==> config.mk <==
export PLATFORM = sky130hd
export DESIGN_NAME = pbit_update_array
export DESIGN_NICKNAME = d
export VERILOG_FILES = /design/src/rtl/pbit_pkg.sv /design/src/rtl/pbit_lfsr16.sv /design/src/rtl/pbit_update_array.sv
export SDC_FILE = /design/constraint.sdc
export NUM_CORES = 1
export LEC_CHECK = 0
export ABC_AREA = 1
export ABC_CLOCK_PERIOD_IN_PS = 7100
export CAP_MARGIN = 20
export CORE_MARGIN = 8
export CORE_UTILIZATION = 50
export CTS_BUF_LIST = sky130_fd_sc_hd__clkbuf_8 sky130_fd_sc_hd__clkbuf_16
export DETAILED_ROUTE_END_ITERATION = 10
export PLACE_DENSITY = 0.9
export SLEW_MARGIN = 20
export SYNTH_ARGS = -nofsm -noshare
export SYNTH_HDL_FRONTEND = slang
export SYNTH_SLANG_ARGS = --single-unit
==> constraint.sdc <==
create_clock -name CLK -period 7.1 [get_ports CLK]
set_clock_uncertainty 0.2 [all_clocks]
set_input_delay 1.065 -clock CLK [delete_from_list [all_inputs] [get_ports CLK]]
set_output_delay 1.065 -clock CLK [all_outputs]
set_load 0.005 [all_outputs]
==> src/rtl/pbit_pkg.sv <==
// rtl/pbit_pkg.sv - shared constants, types and local-field helper for the p-bit array
package pbit_pkg;

  localparam int NPBIT = 3;
  localparam int WW    = 8;
  localparam int IW    = 10;
  localparam int ISAT  = 128;

  localparam logic [15:0] LFSR_TAPS = 16'hB400;

  localparam logic SPIN_POS = 1'b1;
  localparam logic SPIN_NEG = 1'b0;

  localparam int ERR_MULTI = 0;
  localparam int ERR_ORDER = 1;

  localparam logic signed [IW-1:0] I_MAX = IW'(ISAT);
  localparam logic signed [IW-1:0] I_MIN = -I_MAX;

  typedef enum logic [1:0] {
    EXP_P0 = 2'd0,
    EXP_P1 = 2'd1,
    EXP_P2 = 2'd2
  } exp_e;

  function automatic logic signed [IW-1:0] sext_w(input logic [WW-1:0] v);
    return {{(IW-WW){v[WW-1]}}, v};
  endfunction

  // Couplings are packed by pair: {0,1}->slot 0, {0,2}->slot 1, {1,2}->slot 2,
  // i.e. slot = i + j - 1 for any i != j.
  function automatic logic signed [WW:0] field_sat(
    input logic [1:0]          idx,
    input logic [NPBIT-1:0]    mm,
    input logic [NPBIT*WW-1:0] jf,
    input logic [NPBIT*WW-1:0] hf
  );
    logic signed [IW-1:0] acc;
    logic signed [IW-1:0] jv;
    acc = sext_w(hf[int'(idx)*WW +: WW]);
    for (int j = 0; j < NPBIT; j++) begin
      if (j != int'(idx)) begin
        jv  = sext_w(jf[(int'(idx) + j - 1)*WW +: WW]);
        acc = (mm[j] == SPIN_POS) ? acc + jv : acc - jv;
      end
    end
    if (acc > I_MAX) acc = I_MAX;
    else if (acc < I_MIN) acc = I_MIN;
    return acc[WW:0];
  endfunction

endpackage

==> src/rtl/pbit_lfsr16.sv <==
// rtl/pbit_lfsr16.sv - 16-bit right-shifting Galois LFSR, advances every non-reset cycle
module pbit_lfsr16
  import pbit_pkg::*;
#(
  parameter logic [15:0] SEED = 16'hACE1
) (
  input  logic        CLK,
  input  logic        RST,
  output logic [15:0] state
);

  always_ff @(posedge CLK) begin
    if (RST) begin
      state <= SEED;
    end else if (state[0]) begin
      state <= (state >> 1) ^ LFSR_TAPS;
    end else begin
      state <= state >> 1;
    end
  end

endmodule

==> src/rtl/pbit_update_array.sv <==
// rtl/pbit_update_array.sv - three p-bit network updated by one-hot sequencer strobes
module pbit_update_array
  import pbit_pkg::*;
#(
  parameter logic [15:0]      SEED   = 16'hACE1,
  parameter logic [NPBIT-1:0] M_INIT = 3'b000
) (
  input  logic                CLK,
  input  logic                RST,
  input  logic [NPBIT-1:0]    update_sequence,
  input  logic [NPBIT*WW-1:0] j_flat,
  input  logic [NPBIT*WW-1:0] h_flat,
  output logic [NPBIT-1:0]    m,
  output logic                sweep_done,
  output logic [15:0]         sweep_cnt,
  output logic [1:0]          err
);

  logic [15:0]          lfsr;
  logic                 unused_lfsr_hi;
  logic                 strobe_valid;
  logic                 strobe_multi;
  logic [1:0]           strobe_idx;
  logic signed [WW:0]   i_sat;
  logic signed [WW:0]   r_ext;
  logic                 new_bit;
  logic                 out_of_order;
  logic                 sweep_hit;
  logic [NPBIT-1:0]     m_d;
  logic [1:0]           err_d;
  exp_e                 exp_q;
  exp_e                 exp_d;

  pbit_lfsr16 #(
    .SEED (SEED)
  ) u_lfsr (
    .CLK   (CLK),
    .RST   (RST),
    .state (lfsr)
  );

  assign unused_lfsr_hi = ^lfsr[15:WW];

  always_comb begin
    strobe_valid = $onehot(update_sequence);
    strobe_multi = (update_sequence != '0) && !strobe_valid;
    strobe_idx   = 2'd0;
    if (update_sequence[1]) begin
      strobe_idx = 2'd1;
    end else if (update_sequence[2]) begin
      strobe_idx = 2'd2;
    end
  end

  // Field and random draw both use this cycle's state; the write lands at the edge.
  assign i_sat     = field_sat(strobe_idx, m, j_flat, h_flat);
  assign r_ext     = {lfsr[WW-1], lfsr[WW-1:0]};
  assign new_bit   = (i_sat > r_ext);
  assign sweep_hit = strobe_valid && (strobe_idx == 2'd2);

  always_ff @(posedge CLK) begin
    if (RST) begin
      exp_q <= EXP_P0;
    end else begin
      exp_q <= exp_d;
    end
  end

  always_comb begin
    exp_d        = exp_q;
    out_of_order = 1'b0;
    if (strobe_valid) begin
      out_of_order = (strobe_idx != 2'(exp_q));
      case (strobe_idx)
        2'd0:    exp_d = EXP_P1;
        2'd1:    exp_d = EXP_P2;
        default: exp_d = EXP_P0;
      endcase
    end
  end

  always_comb begin
    m_d   = m;
    err_d = err;
    if (strobe_valid) begin
      m_d[strobe_idx] = new_bit;
    end
    if (strobe_multi) begin
      err_d[ERR_MULTI] = 1'b1;
    end
    if (out_of_order) begin
      err_d[ERR_ORDER] = 1'b1;
    end
  end

  always_ff @(posedge CLK) begin
    if (RST) begin
      m          <= M_INIT;
      sweep_done <= 1'b0;
      sweep_cnt  <= '0;
      err        <= '0;
    end else begin
      m          <= m_d;
      err        <= err_d;
      sweep_done <= sweep_hit;
      if (sweep_hit) begin
        sweep_cnt <= sweep_cnt + 16'd1;
      end
    end
  end

endmodule

# Word level (Yosys, flattened, before mapping)
# Cells that the tools add are included.
[word_totals] register_bits=40 inputBits=53 out_inout_bits=22 elab_cells=60
[classes] addsub=14 n_lt_le_gt_ge=5 n_eq_ne=6 shifts=4 n_mux=16 n_bitwise=1 reduce_logical=7
[op_table] cell="10-bit 2-to-1 mux" count=6
[op_table] cell="24-bit by 6-bit variable part select with 8-bit output" count=2
[op_table] cell="24-bit by 7-bit variable part select with 8-bit output" count=2
[op_table] cell="10-bit by 8-bit adder with 10-bit output" count=2
[op_table] cell="10-bit by 8-bit subtractor with 10-bit output" count=2
[op_table] cell="9-bit 2-to-1 mux" count=2
[op_table] cell="16-bit by 1-bit adder with 16-bit output (second input constant)" count=1
[op_table] cell="16-bit 2-to-1 mux" count=1
[op_table] cell="10-bit by 9-bit greater-than comparator with 1-bit output (second input constant)" count=1
[op_table] cell="10-bit by 8-bit less-than comparator with 1-bit output (second input constant)" count=1
[op_table] cell="8-bit by 8-bit adder with 9-bit output" count=1
[op_table] cell="9-bit by 8-bit greater-than comparator with 1-bit output" count=1
[op_table] cell="8-bit by 8-bit subtractor with 9-bit output" count=1
[op_table] cell="3-bit by 1-bit subtractor with 4-bit output (second input constant)" count=2
[op_table] cell="2-bit by 1-bit == test with 1-bit output (second input constant)" count=2
[op_table] cell="2-bit 2-to-1 mux" count=2
[op_table] cell="2-bit != test (first input constant)" count=2
[op_table] cell="3-bit inverter with 4-bit output" count=1
[op_table] cell="2-bit case mux with 2 select lines" count=1
[op_table] cell="2-bit by 1-bit adder with 3-bit output (second input constant)" count=1
[op_table] cell="2-bit by 2-bit adder with 3-bit output (second input constant)" count=1
[op_table] cell="3-bit bitwise mux" count=1
[op_table] cell="1-bit logical AND" count=3
[op_table] cell="2-bit by 3-bit less-than comparator with 1-bit output (second input constant)" count=1
[op_table] cell="other kinds (12)" count=13

# Logic depth before layout (Yosys ltp)
# Gate-level depths: netlist of the first run.
[depth] depth_word=18 ltp_mapped=53 mapped_depth_nobuf=50

# By module
# Synthesis of the first run repeated with hierarchy kept, for this count alone.
[unflattened] cells_unflattened=734 hier_area_um2=4579.4
[by_module_without_submodules] module="pbit_update_array" instances=1 cells_each=683 area_each_um2=4105.2 seq_area_each_um2=480.5
[by_module_without_submodules] module="pbit_lfsr16" instances=1 cells_each=51 area_each_um2=474.2 seq_area_each_um2=320.3

# Worst setup path after synthesis of the first run
# Ideal clock, no wire load.
[synth_timing] path_type="in2reg" startpoint="input port update_sequence[1]" endpoint="register m[0]" setup_time_ns=0.123 t_arrival_ns=7.129 t_required_ns=6.777 path_slack_ns=-0.352 path_stages=47 path_cell_list="buf_4 inv_2 buf_6 clkbuf_1 o22ai_1 inv_1 ha_1 nor2_1 xor2_1 ha_1 nand3_1 and2_1 o21ai_0 xor2_1 inv_1 o21ai_0 ha_1 a21oi_1 [11 not listed] nand3b_1 nand2_1 nor2_2 nand3_2 nand3_1 nand2_4 nor2_2 ha_1 nand2_1 nor2_1 a211oi_1 o21ai_0 nand3_1 nand2_1 a211oi_1 nor2_1 nor2_1 a21oi_1"
[synth_between] elab_chain_len=17
[synth_rtl] item="from (decl)" line_no="pbit_update_array.sv:10" source="input logic [NPBIT-1:0] update_sequence,"
[synth_rtl] item="2-bit 2-to-1 mux" line_no="pbit_update_array.sv:48" source="if (update_sequence[1]) begin"
[synth_rtl] item="2-bit by 1-bit subtractor with 3-bit output" line_no="pbit_pkg.sv:43" source="jv = sext_w(jf[(int'(idx) + j - 1)*WW +: WW]);"
[synth_rtl] item="24-bit by 6-bit variable part select with 8-bit output" line_no="pbit_pkg.sv:43"
[synth_rtl] item="8-bit by 8-bit subtractor with 9-bit output or 8-bit by 8-bit adder with 9-bit output (tied branches)" line_no="pbit_pkg.sv:44" source="acc = (mm[j] == SPIN_POS) ? acc + jv : acc - jv;"
[synth_rtl] item="10-bit 2-to-1 mux" line_no="pbit_pkg.sv:44"
[synth_rtl] item="10-bit 2-to-1 mux" line_no="pbit_pkg.sv:42" source="if (j != int'(idx)) begin"
[synth_rtl] item="10-bit by 8-bit subtractor with 10-bit output or 10-bit by 8-bit adder with 10-bit output (tied branches)" line_no="pbit_pkg.sv:44"
[synth_rtl] item="10-bit 2-to-1 mux" line_no="pbit_pkg.sv:44"
[synth_rtl] item="10-bit 2-to-1 mux" line_no="pbit_pkg.sv:42"
[synth_rtl] item="10-bit by 8-bit subtractor with 10-bit output or 10-bit by 8-bit adder with 10-bit output (tied branches)" line_no="pbit_pkg.sv:44"
[synth_rtl] item="10-bit 2-to-1 mux" line_no="pbit_pkg.sv:44"
[synth_rtl] item="10-bit 2-to-1 mux" line_no="pbit_pkg.sv:42"
[synth_rtl] item="10-bit by 8-bit less-than comparator with 1-bit output" line_no="pbit_pkg.sv:48" source="else if (acc < I_MIN) acc = I_MIN;"
[synth_rtl] item="9-bit 2-to-1 mux" line_no="pbit_pkg.sv:48"
[synth_rtl] item="9-bit 2-to-1 mux" line_no="pbit_pkg.sv:47" source="if (acc > I_MAX) acc = I_MAX;"
[synth_rtl] item="9-bit by 8-bit greater-than comparator with 1-bit output" line_no="pbit_update_array.sv:58" source="assign new_bit = (i_sat > r_ext);"
[synth_rtl] item="3-bit bitwise mux" line_no="pbit_update_array.sv:86" source="m_d[strobe_idx] = new_bit;"
[synth_rtl] item="to (signal assigned)" line_no="pbit_update_array.sv:103" source="m <= m_d;"
[synth_rtl] item="to (decl)" line_no="pbit_update_array.sv:13" source="output logic [NPBIT-1:0] m,"
# Parallel ways exist; a longest one is shown, timed or not.
# A chain may end at the register's enable or synchronous reset.

# Worst setup path after layout of the first run
[layout_timing] startpoint="input port update_sequence[2]" endpoint="register m[0]"
[layout_between] elab_chain_len=18
[layout_rtl] item="2-bit 2-to-1 mux" line_no="pbit_update_array.sv:50" source="end else if (update_sequence[2]) begin"
[layout_rtl] item="2-bit 2-to-1 mux" line_no="pbit_update_array.sv:48"
[layout_rtl] item="2-bit by 1-bit subtractor with 3-bit output" line_no="pbit_pkg.sv:43"
[layout_rtl] item="24-bit by 6-bit variable part select with 8-bit output" line_no="pbit_pkg.sv:43"
[layout_rtl] item="8-bit by 8-bit subtractor with 9-bit output or 8-bit by 8-bit adder with 9-bit output (tied branches)" line_no="pbit_pkg.sv:44"
[layout_rtl] item="10-bit 2-to-1 mux" line_no="pbit_pkg.sv:44"
[layout_rtl] item="10-bit 2-to-1 mux" line_no="pbit_pkg.sv:42"
[layout_rtl] item="10-bit by 8-bit subtractor with 10-bit output or 10-bit by 8-bit adder with 10-bit output (tied branches)" line_no="pbit_pkg.sv:44"
[layout_rtl] item="[2 not listed]"
[layout_rtl] item="10-bit by 8-bit subtractor with 10-bit output or 10-bit by 8-bit adder with 10-bit output (tied branches)" line_no="pbit_pkg.sv:44"
[layout_rtl] item="10-bit 2-to-1 mux" line_no="pbit_pkg.sv:44"
[layout_rtl] item="10-bit 2-to-1 mux" line_no="pbit_pkg.sv:42"
[layout_rtl] item="10-bit by 8-bit less-than comparator with 1-bit output" line_no="pbit_pkg.sv:48"
[layout_rtl] item="9-bit 2-to-1 mux" line_no="pbit_pkg.sv:48"
[layout_rtl] item="9-bit 2-to-1 mux" line_no="pbit_pkg.sv:47"
[layout_rtl] item="9-bit by 8-bit greater-than comparator with 1-bit output" line_no="pbit_update_array.sv:58"
[layout_rtl] item="3-bit bitwise mux" line_no="pbit_update_array.sv:86"
# Parallel ways exist; a longest one is shown, timed or not.

==> impl.org, run 1 <==
** Run status
- Outcome :: complete, but fails checks
- The checks that failed: DRC, setup timing.

** Setup path
- STA classifies the critical path endpoint as a flip-flop.
- By startpoint and endpoint, the worst setup path is classified as in2reg.
- Critical Path RT :: around 7.1 ns
- Top cell by count, worst path :: nand3_1
- Counting cells, the worst reg-to-reg path comes to 40.
- Worst path max stage delay :: 0.34 ns
- The slowest stage of the critical path is the xor2_2 cell.
- Of all nets on the critical path, the largest fanout is 8.
- STA classifies the critical path startpoint as a primary input.
- Endpoint arrival time on the critical path :: 8.14 ns

** Floorplanning
- Boundary pin count :: 75
- The floorplan step defined a die boundary enclosing between 10000 and 15000 um2.
- The die is 111 um tall.
- In this run the horizontal extent of the chip is roughly 110 um.
- Std-Cell Core Area :: 8720 um2
- The initial utilization of the core area, before any placement, comes to 51.6%.
- Row count :: 34

** Layout
- Total Nets Final :: 991
- The post-route netlist has 29.0% of its cells at a drive strength greater than 1.
- Most used cells in the layout excluding fill and tap cells :: nand2_1 (152), buf_4 (118), inv_1 (85), clkdlybuf4s50_1 (63), nor2_1 (61)
- Share of the core filled with cells in the final layout :: 77.1%
- The repair_antennas step left the layout with diodes totalling 0.
- Leading cell type in the layout, fill and taps excluded :: nand2_1
- Layout-stage area growth over the synthesis result :: 49.4%

** Synthesis
- The number of nets handed over by synthesis was 806.
- Sequential elements use 17.8% of the synthesized area.
- After synthesis, the mean cell area works out to 6.35 um2.
- Gate count of the mapped netlist :: 708
- Synthesis instantiated 52 different standard cells from the library.
- Counting flops and latches in the post-synthesis netlist gives 40.
- The cell area that synthesis handed to floorplanning was between 4000 and 5000 um2.
- The Yosys step of the flow raised 0 warnings.
- Share of synthesized flip-flops with an asynchronous set or reset :: 0%
- EDFF count, synth :: 0
- Primary flip-flop cell chosen by synthesis mapping :: dfxtp_1

** Routing
- Once detail routing completed, the nets flagged for antenna violations numbered 0.
- After detailed routing, the number of remaining DRC violations is 23.
- In the detailed route, the total length drawn on met3 is between 3 and 4 mm.
- Drt first pass iters :: 11
- After detailed routing, the wire length on met1 is 7.58 mm.
- In this run, the number of DRC markers left after iteration 0 of detailed routing was between 1k and 1.5k.
- Final wirelength :: 24.3 mm
- Avg Vias per Cell :: 6.78
- Across all layers, the routed design uses 6794 vias.
- In the final routed layout, each cell accounts on average for between 20 and 25 um.
- Routed signal wires occupy layers up through met4.
- Routed wl met2 :: roughly 10 mm

** Power and ir drop
- The completed layout was analyzed and its total power is 0.00240 W.
- The worst-case IR drop observed on VDD is 214 uV.
- Leak Pwr :: 3.28 nW
- In this run the power density over the cells is approximately 360 nW/um2.

** Worst hold path
- Kind of path behind the tightest hold check :: reg2reg
- Count of cells along the worst hold path :: 2

** Timing
- Worst Hold Slack :: 0.236 ns
- Max transition margin :: 44.8%
- Final setup TNS :: -3.13 ns
- Counting I/O delays and the setup requirement, the final critical path takes between 8 and 9 ns.
- Highest achievable clock rate :: 123 MHz
- Setup violations remaining at the end of the flow were counted as 3.
- The number of failing hold endpoints at the final stage is 0.
- The total count of max-transition violations in the final report is 0.
- Transition time at the pin with the least slew margin :: roughly 0.8 ns
- Period utilization :: 115%
- Final worst-path setup slack :: -1.05 ns
- Setup repair after global routing could not meet its margin everywhere.

** Clock tree
- TritonCTS built the clock tree.
- Worst-path clk slew :: 0.08 ns
- Buffers inserted during clock tree synthesis total 5.
- At the later pin of the worst-skew pair, clock insertion delay measures 0.30 ns.
- Hold-fix buffers at CTS :: 0
- The H-tree was split into 2 levels.
- Cell at the root of the clock tree :: clkbuf_8
- The clock passes through at most 2 buffers.
- Number of sinks driven by the clock tree :: 40

** Global routing
- Overall routing resource usage :: 25.7%
- First-pass GRT wire length :: 26.8 mm
- Pin count of the biggest net entering global routing :: 22
- After global routing the overflow that remains totals 0.
- The via count of the first global-routing pass is between 5k and 6k.
- Number of antenna violations at the first check in global routing :: 0

** Placement
- Port buffering added between 70 and 80 buffers.
- Placer's final routability congestion estimate :: around 1
- HPWL after detailed placement :: 11.7 mm

** Job
- Reported max-cap violation count :: 0
path summary, 6_finish.rpt:
kind / start / to / slack (ns)
max: update_sequence[2] / m[0] / -1.05
min reg2reg: u_lfsr.state[9] / u_lfsr.state[8] / 0.24
max reg2reg: m[0] / m[0] / -0.62
min: u_lfsr.state[9] / u_lfsr.state[8] / 0.24
flip-flops by register name, summed over array words and instances, names as in the netlist:
| register | flops |
|---|---|
| err | 2 |
| u_lfsr.state | 16 |
| exp_q | 2 |
| sweep_cnt | 16 |
| m | 3 |
| sweep_done | 1 |
per-layer routing:
layer / global-route usage, % / vias to the layer above
li1: - / 2671
met3: 5.30 / 348
met4: 15.2 / 0
met2: 45.0 / 829
met5: 0 / -
met1: 27.9 / 2946
layout make-up:
cell class / count / area, um2
Inverter: 98 / 380
Multi-Input combinational cell: 552 / 3630
Clock inverter: 3 / 38.8
Sequential cell: 40 / 801
Timing Repair Buffer: 196 / 1670
Tap cell: 108 / 135
Clock buffer: 5 / 68.8
Fill cell: 428 / 2000
where the power goes:
part           internal [W]  total (W)  leakage, nW  switching (W)
combinational      0.000855    0.00197         2.89        0.00111
clock              0.000103   0.000189       0.0593      0.0000859
sequential         0.000234   0.000244        0.328      0.0000102
cells by family (layout without fill, tap and decap cells):
kind of cell / Yosys count / in the layout / synth area share, %
and+or+nand+nor: 359 / 359 / 36.9
buffers and inverters: 116 / 302 / 10.7
AOI/OAI and AO/OA: 114 / 114 / 14.6
adders and majority gates: 45 / 45 / 13.2
DFF: 40 / 40 / 17.8
xor gates and xnor gates: 33 / 33 / 6.59
muxes: 1 / 1 / 0.223
stage by stage:
stage	setup slack [ns]	area, um2	cells
5_1_grt	-1.32	6720	1002
3_3_place_gp	-0.437	6050	970
6_report	-1.05	6720	1002
2_1_floorplan	0.00382	4560	708
4_1_cts	-0.0950	6380	991
3_5_place_dp	-0.670	6050	970
synth_stat cells (all sizes together), types with 4 or more instances:
| cell | n | area (um2) |
|---|---|---|
| fa | 4 | 80.1 |
| nor3 | 6 | 35.0 |
| nand4 | 15 | 100 |
| xnor2 | 10 | 87.6 |
| inv | 98 | 368 |
| o21a | 5 | 37.5 |
| nand2 | 173 | 679 |
| ha | 41 | 513 |
| nor2 | 84 | 365 |
| a21oi | 42 | 210 |
| clkbuf | 8 | 30.0 |
| nand3 | 62 | 355 |
| dfxtp | 40 | 801 |
| buf | 10 | 85.1 |
| or2 | 10 | 62.6 |
| xor2 | 23 | 209 |
| o21ai | 44 | 220 |
what timing repair did:
item,CTS,global route
setup buffers,13,11
endpoints found under the setup margin,3,3
pin swaps,44,66
resized for setup,61,64
gates cloned,0,0
critical path: cells and delay by family:
family | cells | cell delay, ns
buf+inv | 5 | 0.70
xor+xnor | 1 | 0.34
fa+ha+maj | 4 | 1.17
simple gates | 24 | 3.34
compound gates | 10 | 1.52
(Power assumes the default switching activity.)
==> inputs of run 2 (changes only) <==
--- a/config.mk
+++ b/config.mk
@@ -6,14 +6,15 @@
 export NUM_CORES = 1
 export LEC_CHECK = 0
 export ABC_AREA = 1
-export ABC_CLOCK_PERIOD_IN_PS = 7100
+export ABC_CLOCK_PERIOD_IN_PS = 8850
 export CAP_MARGIN = 20
 export CORE_MARGIN = 8
-export CORE_UTILIZATION = 50
+export CORE_UTILIZATION = 55
 export CTS_BUF_LIST = sky130_fd_sc_hd__clkbuf_8 sky130_fd_sc_hd__clkbuf_16
 export DETAILED_ROUTE_END_ITERATION = 10
-export PLACE_DENSITY = 0.9
+export PLACE_DENSITY = 0.93
 export SLEW_MARGIN = 20
 export SYNTH_ARGS = -nofsm -noshare
 export SYNTH_HDL_FRONTEND = slang
 export SYNTH_SLANG_ARGS = --single-unit
+export TNS_END_PERCENT = 5
==> constraint.sdc (replaced) <==
create_clock -name CLK -period 8.85 [get_ports CLK]
set_clock_uncertainty 0.2 [all_clocks]
set_input_delay 1.3275 -clock CLK [delete_from_list [all_inputs] [get_ports CLK]]
set_output_delay 1.3275 -clock CLK [all_outputs]
set_load 0.005 [all_outputs]
==> run 2 against run 1 <==
Compared with the run above: the run now ends clean; design area fell by 19%; critical path depth fell by 1; setup slack improved by 1.6 ns; first-iteration DRC count fell by 70%; die area fell by 7.8%; sequential power fell by 20%; wire length fell by 45%; power fell by 49%; clock power fell by 18%; global-route usage fell by 2.9 points; combinational power fell by 56%; critical path type unchanged.
==> impl.org, run 2 (synthesized netlist as in run 1, its figures left out) <==
** Floorplanning
- The die width was 106 um (-4.0%).
- The effective utilization at floorplan was 55.9% (+4.3 points).
- Overall die area :: 11300 um2 (-7.8%)
- Die Y-Extent :: 106 um (-4.0%)
- The number of top-level pins was 75 (unchanged).
- Row count :: 33 (-2.9%)
- Std-Cell Core Area :: 8050 um2 (-7.7%)

** Layout
- Leaving out fill and tap cells, the most frequent cell in the layout is nand2_1.
- Total Nets Final :: 876 (-12%)
- The cell area after layout was 5450 um2 (-19%).
- Layout-stage area growth over the synthesis result :: 21.1%
- N_diodes :: 0 (unchanged)
- The post-route core utilization came to 67.6% (-9.4 points).
- In the final layout, the registers with the most flip-flops are sweep_cnt x16, u_lfsr.state x16, m x3.
- In the layout the commonest cells are nand2_1 (165), inv_1 (93), clkdlybuf4s50_1 (74), nor2_1 (69), nand3_1 (53).
- Proportion of layout cells with a drive suffix above 1 :: 9.11% (-20 points)

** Global routing
- The initial antenna violation count was 0 (unchanged).
- Pin count of the biggest net entering global routing :: 35 (+59%)
- The global router's overall resource usage was 22.9% (-2.9 points).
- First-pass GRT wire length :: 21.7 mm (-19%)
- The aggregate global routing overflow came to 0 (unchanged).
- The via count of the first global-routing pass came to 4835 (-16%).

** Clock tree
- The root buffer cell chosen for the clock tree is clkbuf_8.
- Post-CTS Repair Setup Buffers :: 0 (-13)
- The CTS H-tree depth was 2 (unchanged).
- The clock transition at the register clock pins on the worst setup and hold paths after CTS is 0.08 ns (about the same).
- Worst skew pair latency :: 0.30 ns (about the same)
- The buffer levels on the longest clock path was 2 (unchanged).
- Clock buffers created by TritonCTS :: 5 (unchanged)
- TritonCTS built the clock tree.
- The number of buffers added to fix hold violations after cts is 0 (unchanged).
- The CTS sink count is 40 (unchanged).

** Worst hold path
- In this run the worst hold path is classified as reg2reg.

** Setup path
- Kind of capture point of the worst setup path :: flip-flop
- STA classifies the critical path startpoint as a primary input.
- The data required time at the worst endpoint came to 8.84 ns (+1.76 ns).
- The arrival time of the worst setup path came to 8.28 ns (+0.14 ns).
- Critical path buffers and inverters :: 4 (-1)
- The slowest stage of the critical path is the clkdlybuf4s50_1 cell.
- Broken down by cell family, the worst path's largest delay share belongs to compound AO/OA/AOI/OAI gates.
- The worst setup path is of the in2reg kind.
- The cell that appears most often on the critical path is nand2_1.
- Worst path max stage delay :: 0.47 ns (+0.13 ns)
- CP max FO :: 17 (+9)

** Routing
- The DRC violation count after routing was 0 (-100%).
- The iteration-0 DRC count of the detailed router was 348 (-70%).
- Drt first pass iters :: 5 (-6)
- The final routed wire length divided by cell count came to 15.0 um (-38%).
- The total number of vias was 4951 (-27%).
- Number of antenna-violating nets in the routed design :: 0 (unchanged)
- Avg Vias per Cell :: 5.60 (-17%)
- The final routed wirelength across all metal layers is 13.3 mm (-45%).

** Timing
- Setup repair after global routing left no endpoint under its margin.
- Period utilization :: a little over nine tenths
- Max transition margin :: 50.7% (+5.9 points)
- Derived from the worst setup path, the maximum achievable clock frequency is 121 MHz.
- Final critical delay including setup and external delays :: 8.28 ns
- Transition time at the pin with the least slew margin :: 0.731 ns (-0.0883 ns)
- Setup violation total in the final timing report :: 0 (-3)
- The number of failing hold endpoints at the final stage came to 0 (unchanged).
- Final setup TNS :: 0 ns (+3.13 ns)
- The total count of max-transition violations in the final report is 0 (unchanged).

** Power and ir drop
- The fraction of power consumed by combinational cells is 71.4% (-11 points).
- The leakage dissipation is 2.63 nW (-20%).
- The switching power is 0.000613 W (-49%).
- The cell area power density is 224 nW/um2 (-37%).
- Internal power :: 0.000606 W (-49%)
- Share of power burned in registers :: 15.9% (+5.7 points)
- Clock network fraction of total power :: 12.7% (+4.8 points)
- Switching share of power :: 50.3% (-0.097 points)
- Peak ir drop on the vdd network :: 118 uV (-45%)

** Placement
- Post-Place Cell Area :: 5310 um2 (-12%)
- HPWL after detailed placement :: 10.6 mm (-9.6%)
- The placer's final routability congestion estimate came to 0.974 (-0.87%).
- The count of input and output buffers is 74 (unchanged).

** Job
- The max-cap check violation count is 0 (unchanged).

** Run status
- Outcome :: complete, no violations
[run 2: cell count changes in the layout (fill, tap and decap cells not counted), moves of 5 or more]
cell and change:
buf_4 -111, nand2_1 +13, a21oi_1 +12, clkdlybuf4s50_1 +11, a21oi_2 -10, inv_2 -9, nand2_2 -9, inv_1 +8
nor2_1 +8, o21ai_0 +7, ha_1 +6, ha_4 -6, o21ai_1 -5
[run 2: what timing repair did]
item                                   in CTS  in global routing
endpoints found under the hold margin       0                  0
gates resized for setup                     0                  7
setup endpoints to repair                   0                  3
[run 2: through the flow]
step / cells / worst slack, ns / total power, W / hold slack [ns]
global placement: 876 / 0.507 / 0.000987 / 0.191
finish: 884 / 0.566 / 0.00122 / 0.223
global route: 884 / 0.0148 / 0.00133 / 0.238
floorplan: 708 / 1.14 / 0.000839 / 0.188
CTS: 884 / 0.507 / 0.00119 / 0.226
detailed placement: 876 / 0.255 / 0.00102 / 0.204
[run 2: power by group through the flow]
stage	combinational (W)	sequential (W)	clock, W
floorplan	0.000643	0.000196	0
global placement	0.000790	0.000197	0
detailed placement	0.000826	0.000198	0
CTS	0.000841	0.000193	0.000154
global route	0.000971	0.000194	0.000162
finish	0.000870	0.000194	0.000155
[run 2: path summary, 6_finish.rpt]
path / start / end / slack (ns) / depth (start not counted)
hold / removal: u_lfsr.state[9] / u_lfsr.state[8] / 0.22 / 2
hold reg to reg: u_lfsr.state[9] / u_lfsr.state[8] / 0.22 / 2
setup / recovery: update_sequence[1] / m[1] / 0.57 / 43
setup reg to reg: m[0] / m[1] / 2.24 / 41
[run 2: final cells by class]
cell class              instances  area [um2]
clock inverters                 3        46.3
flip-flops and latches         40         801
well taps                     105         131
inverters                      98         370
fillers                       662        2610
multi-input cells             552        3240
repair buffers                 81         793
clock buffers                   5        68.8
[run 2: per-layer routing]
layer	routed length [um]	vias to the layer above	track usage (%)
met1	5890	2268	29.2
li1	-	2447	-
met4	355	0	9.15
met5	0	-	0
met2	6270	194	38.0
met3	766	42	3.02
[run 2: worst reg2reg max path: cells and delay by family, from the launching register on]
| family | cells | cell delay [ns] |
|---|---|---|
| adders and majority gates | 4 | 1.32 |
| xor gates and xnor gates | 2 | 0.45 |
| buffers and inverters | 3 | 0.36 |
| and+or+nand+nor | 18 | 1.63 |
| DFF | 1 | 0.50 |
| AOI/OAI and AO/OA | 14 | 2.03 |
==> inputs of run 3 (changes only) <==
--- a/config.mk
+++ b/config.mk
@@ -9,10 +9,10 @@
 export ABC_CLOCK_PERIOD_IN_PS = 8850
 export CAP_MARGIN = 20
 export CORE_MARGIN = 8
-export CORE_UTILIZATION = 55
+export CORE_UTILIZATION = 35
 export CTS_BUF_LIST = sky130_fd_sc_hd__clkbuf_8 sky130_fd_sc_hd__clkbuf_16
 export DETAILED_ROUTE_END_ITERATION = 10
-export PLACE_DENSITY = 0.93
+export PLACE_DENSITY = 0.67
 export SLEW_MARGIN = 20
 export SYNTH_ARGS = -nofsm -noshare
 export SYNTH_HDL_FRONTEND = slang
==> run 3 against run 2 <==
Compared with the run above: core utilization shrank 23 points; design area grew 2.6%; critical path depth rose by 5; hold slack worse by 0.017 ns; combinational power shrank 5.5%; clock power is 39% higher; global-route usage down 7.5 points; flip-flop and latch count stayed put; sequential share of layout area down 0.37 points; count of clock-buffer cells in the layout grew 2; final cell count grew 7.6%; via count shrank 7.2%; highest routed layer unchanged.
==> impl.org, run 3 (synthesized netlist as in run 1, its figures left out) <==
** Placement
- Post-Place Cell Area :: 5390 um2 (+1.6%)
- Placer's final routability congestion estimate :: 0.949 (-2.6%)
- The count of input and output buffers is 74 (unchanged).
- The half-perimeter wire length of the detailed placement result is 10.5 mm (-0.64%).
- The cell total after placement was 943 (+7.6%).

** Layout
- Largest registers :: sweep_cnt x16, u_lfsr.state x16, m x3
- Leaving out fill and tap cells, the most frequent cell in the layout is nand2_1.
- The storage element area is 801 um2 (unchanged).
- Most used cells in the layout excluding fill and tap cells :: nand2_1 (165), inv_1 (93), clkdlybuf4s50_1 (74), nor2_1 (69), nand3_1 (53)
- The area used by multi-input combinational logic came to 3220 um2 (-0.39%).
- Fin cells :: 951 (+7.6%)
- The antenna diode count is 0 (unchanged).
- The fraction of layout instances using a drive strength above 1 came to 8.86% (-0.26 points).
- The number of nets at the end of the flow came to 876 (unchanged).
- The cell area after layout was 5590 um2 (+2.6%).
- Total of fill cells in the finished design :: 1321 (+100%)
- The post-route core utilization came to 44.4% (-23 points).
- Relative to the synthesized area, the layout overhead comes to 24.2%.

** Clock tree
- Post-CTS Repair Setup Buffers :: 0 (unchanged)
- Cell at the root of the clock tree :: clkbuf_16
- Number of sinks driven by the clock tree :: 40 (unchanged)
- The total clock buffers created by CTS is 5 (unchanged).
- The CTS H-tree depth was 2 (unchanged).
- Worst-path clk slew :: 0.06 ns (-0.02 ns)
- The buffer levels on the longest clock path was 2 (unchanged).
- TritonCTS built the clock tree.
- The insertion delay of the later-clocked pin in the worst-skew pair came to 0.27 ns (-0.03 ns).
- The number of buffers added to fix hold violations after cts came to 0 (unchanged).

** Timing
- The headroom to the max-slew limit came to 47.7% (-3.0 points).
- Total count of hold-check failures in the final report :: 0 (unchanged)
- Transition time at the pin with the least slew margin :: 0.782 ns (+0.0505 ns)
- The minimum clock period was 8.07 ns (-0.216 ns).
- Highest achievable clock rate :: 124 MHz (+2.7%)
- Max-slew violation count :: 0 (unchanged)
- Final setup TNS :: 0 ns (unchanged)
- Unrepaired setup endpoints after global routing :: no
- The final setup violation count came to 0 (unchanged).
- Period utilization :: 91.2% (-2.4 points)

** Routing
- The total number of vias was 4593 (-7.2%).
- The final routed wirelength across all metal layers is 12.8 mm (-3.7%).
- Drt first pass iters :: 5 (unchanged)
- The final routed wire length divided by cell count is 13.5 um (-10%).
- Number of antenna-violating nets in the routed design :: 0 (unchanged)
- Violation count after the first detailed-routing iteration :: 223 (-36%)
- The DRC violation count after routing came to 0 (unchanged).
- Avg Vias per Cell :: 4.83 (-14%)

** Floorplanning
- Std-Cell Core Area :: 12600 um2 (+56%)
- Starting Density :: 35.8% (-20 points)
- Boundary pin count :: 75 (unchanged)
- The overall die area is 16700 um2 (+48%).
- Die outline width :: 129 um (+22%)
- The die outline height was 129 um (+22%).
- Row count :: 41 (+24%)

** Global routing
- Pin count of the biggest net entering global routing :: 35 (unchanged)
- Number of global-route vias before repair :: 4351 (-10%)
- The initial antenna violation count came to 0 (unchanged).
- The aggregate global routing overflow is 0 (unchanged).
- Overall routing resource usage :: 15.4% (-7.5 points)
- First-pass GRT wire length :: 21.0 mm (-3.5%)

** Job
- The max-cap check violation count came to 0 (unchanged).

** Setup path
- STA classifies the critical path startpoint as a primary input.
- The largest individual stage delay along the critical path comes from the cell clkdlybuf4s50_1.
- The worst stage delay on the critical path was 0.46 ns (about the same).
- Kind of capture point of the worst setup path :: flip-flop
- In this run the critical register-to-register path is captured at m[2].
- Endpoint arrival time on the critical path :: 8.03 ns (-0.25 ns)
- The slack of the worst reg-to-reg path is 2.43 ns (+0.19 ns).
- In this run the worst setup path begins at update_sequence[1].
- Worst Path Class, Setup :: in2reg
- The most numerous cell type found on the critical path is nand2_1.
- The data required time at the worst endpoint was 8.81 ns (-0.03 ns).
- Path depth of the worst reg2reg path :: 42 (+2.4%)
- CP max FO :: 14 (-3)
- Origin of the critical flop-to-flop path :: m[0]

** Power and ir drop
- The maximum resistive drop on vdd was 115 uV (-2.8%).
- The cell area power density came to 221 nW/um2 (-1.3%).
- Leak Pwr :: 2.66 nW (+1.1%)

** Run status
- Outcome :: complete, no violations

** Worst hold path
- For hold timing, the worst endpoint is u_lfsr.state[14].
- The count of cells along the worst hold path was 2 (unchanged).
- Kind of path behind the tightest hold check :: reg2reg
- Worst hold path startpoint :: u_lfsr.state[15]
## run 3: repair_timing
item	in CTS	in global routing
hold endpoints to repair	0	0
resized for setup	0	5
endpoints found under the setup margin	0	3
## run 3: critical path, delay by kind of cell
kind,cells,cell delay (ns)
buffers and inverters,5,0.84
AO/OA/AOI/OAI,11,1.53
XOR/XNOR,3,0.46
AND/OR/NAND/NOR,24,2.34
adder cells (fa/ha/maj),5,1.52
## run 3: cell type report
type | instances | share of cell area (%)
Sequential cell | 40 | 14.3
Clock buffer | 7 | 2.73
Clock inverter | 1 | 0.538
Timing Repair Buffer | 81 | 14.2
Inverter | 98 | 6.63
Tap cell | 172 | 3.85
Multi-Input combinational cell | 552 | 57.7
## run 3: how the worst max path moves through the flow
stage	endpoint	cells after the start	slack, ns
global route	m[2]	50	0.02
CTS	m[2]	48	0.54
floorplan	m[0]	47	1.14
global placement	m[2]	44	0.56
detailed placement	m[2]	48	0.31
finish	m[2]	48	0.78
## run 3: power by group
group,switching (W),total [W],internal [W]
clock,0.0000681,0.000216,0.000148
combinational,0.000496,0.000822,0.000327
sequential,0.00000576,0.000194,0.000188
## run 3: through the flow
step           worst slack (ns)  total power (W)  hold slack [ns]
6_report                  0.782          0.00123            0.206
3_3_place_gp              0.562          0.00101            0.193
4_1_cts                   0.543          0.00123            0.207
3_5_place_dp              0.312          0.00101            0.194
2_1_floorplan              1.14         0.000839            0.188
5_1_grt                  0.0199          0.00137            0.217
## run 3: routing by layer
| metal | GRT usage (%) | vias to the layer above | wire length [um] |
|---|---|---|---|
| met5 | 0 | - | 0 |
| met4 | 2.28 | 0 | 109 |
| met3 | 2.38 | 8 | 696 |
| met2 | 24.1 | 99 | 5640 |
| met1 | 22.1 | 2040 | 6350 |
| li1 | - | 2446 | - |
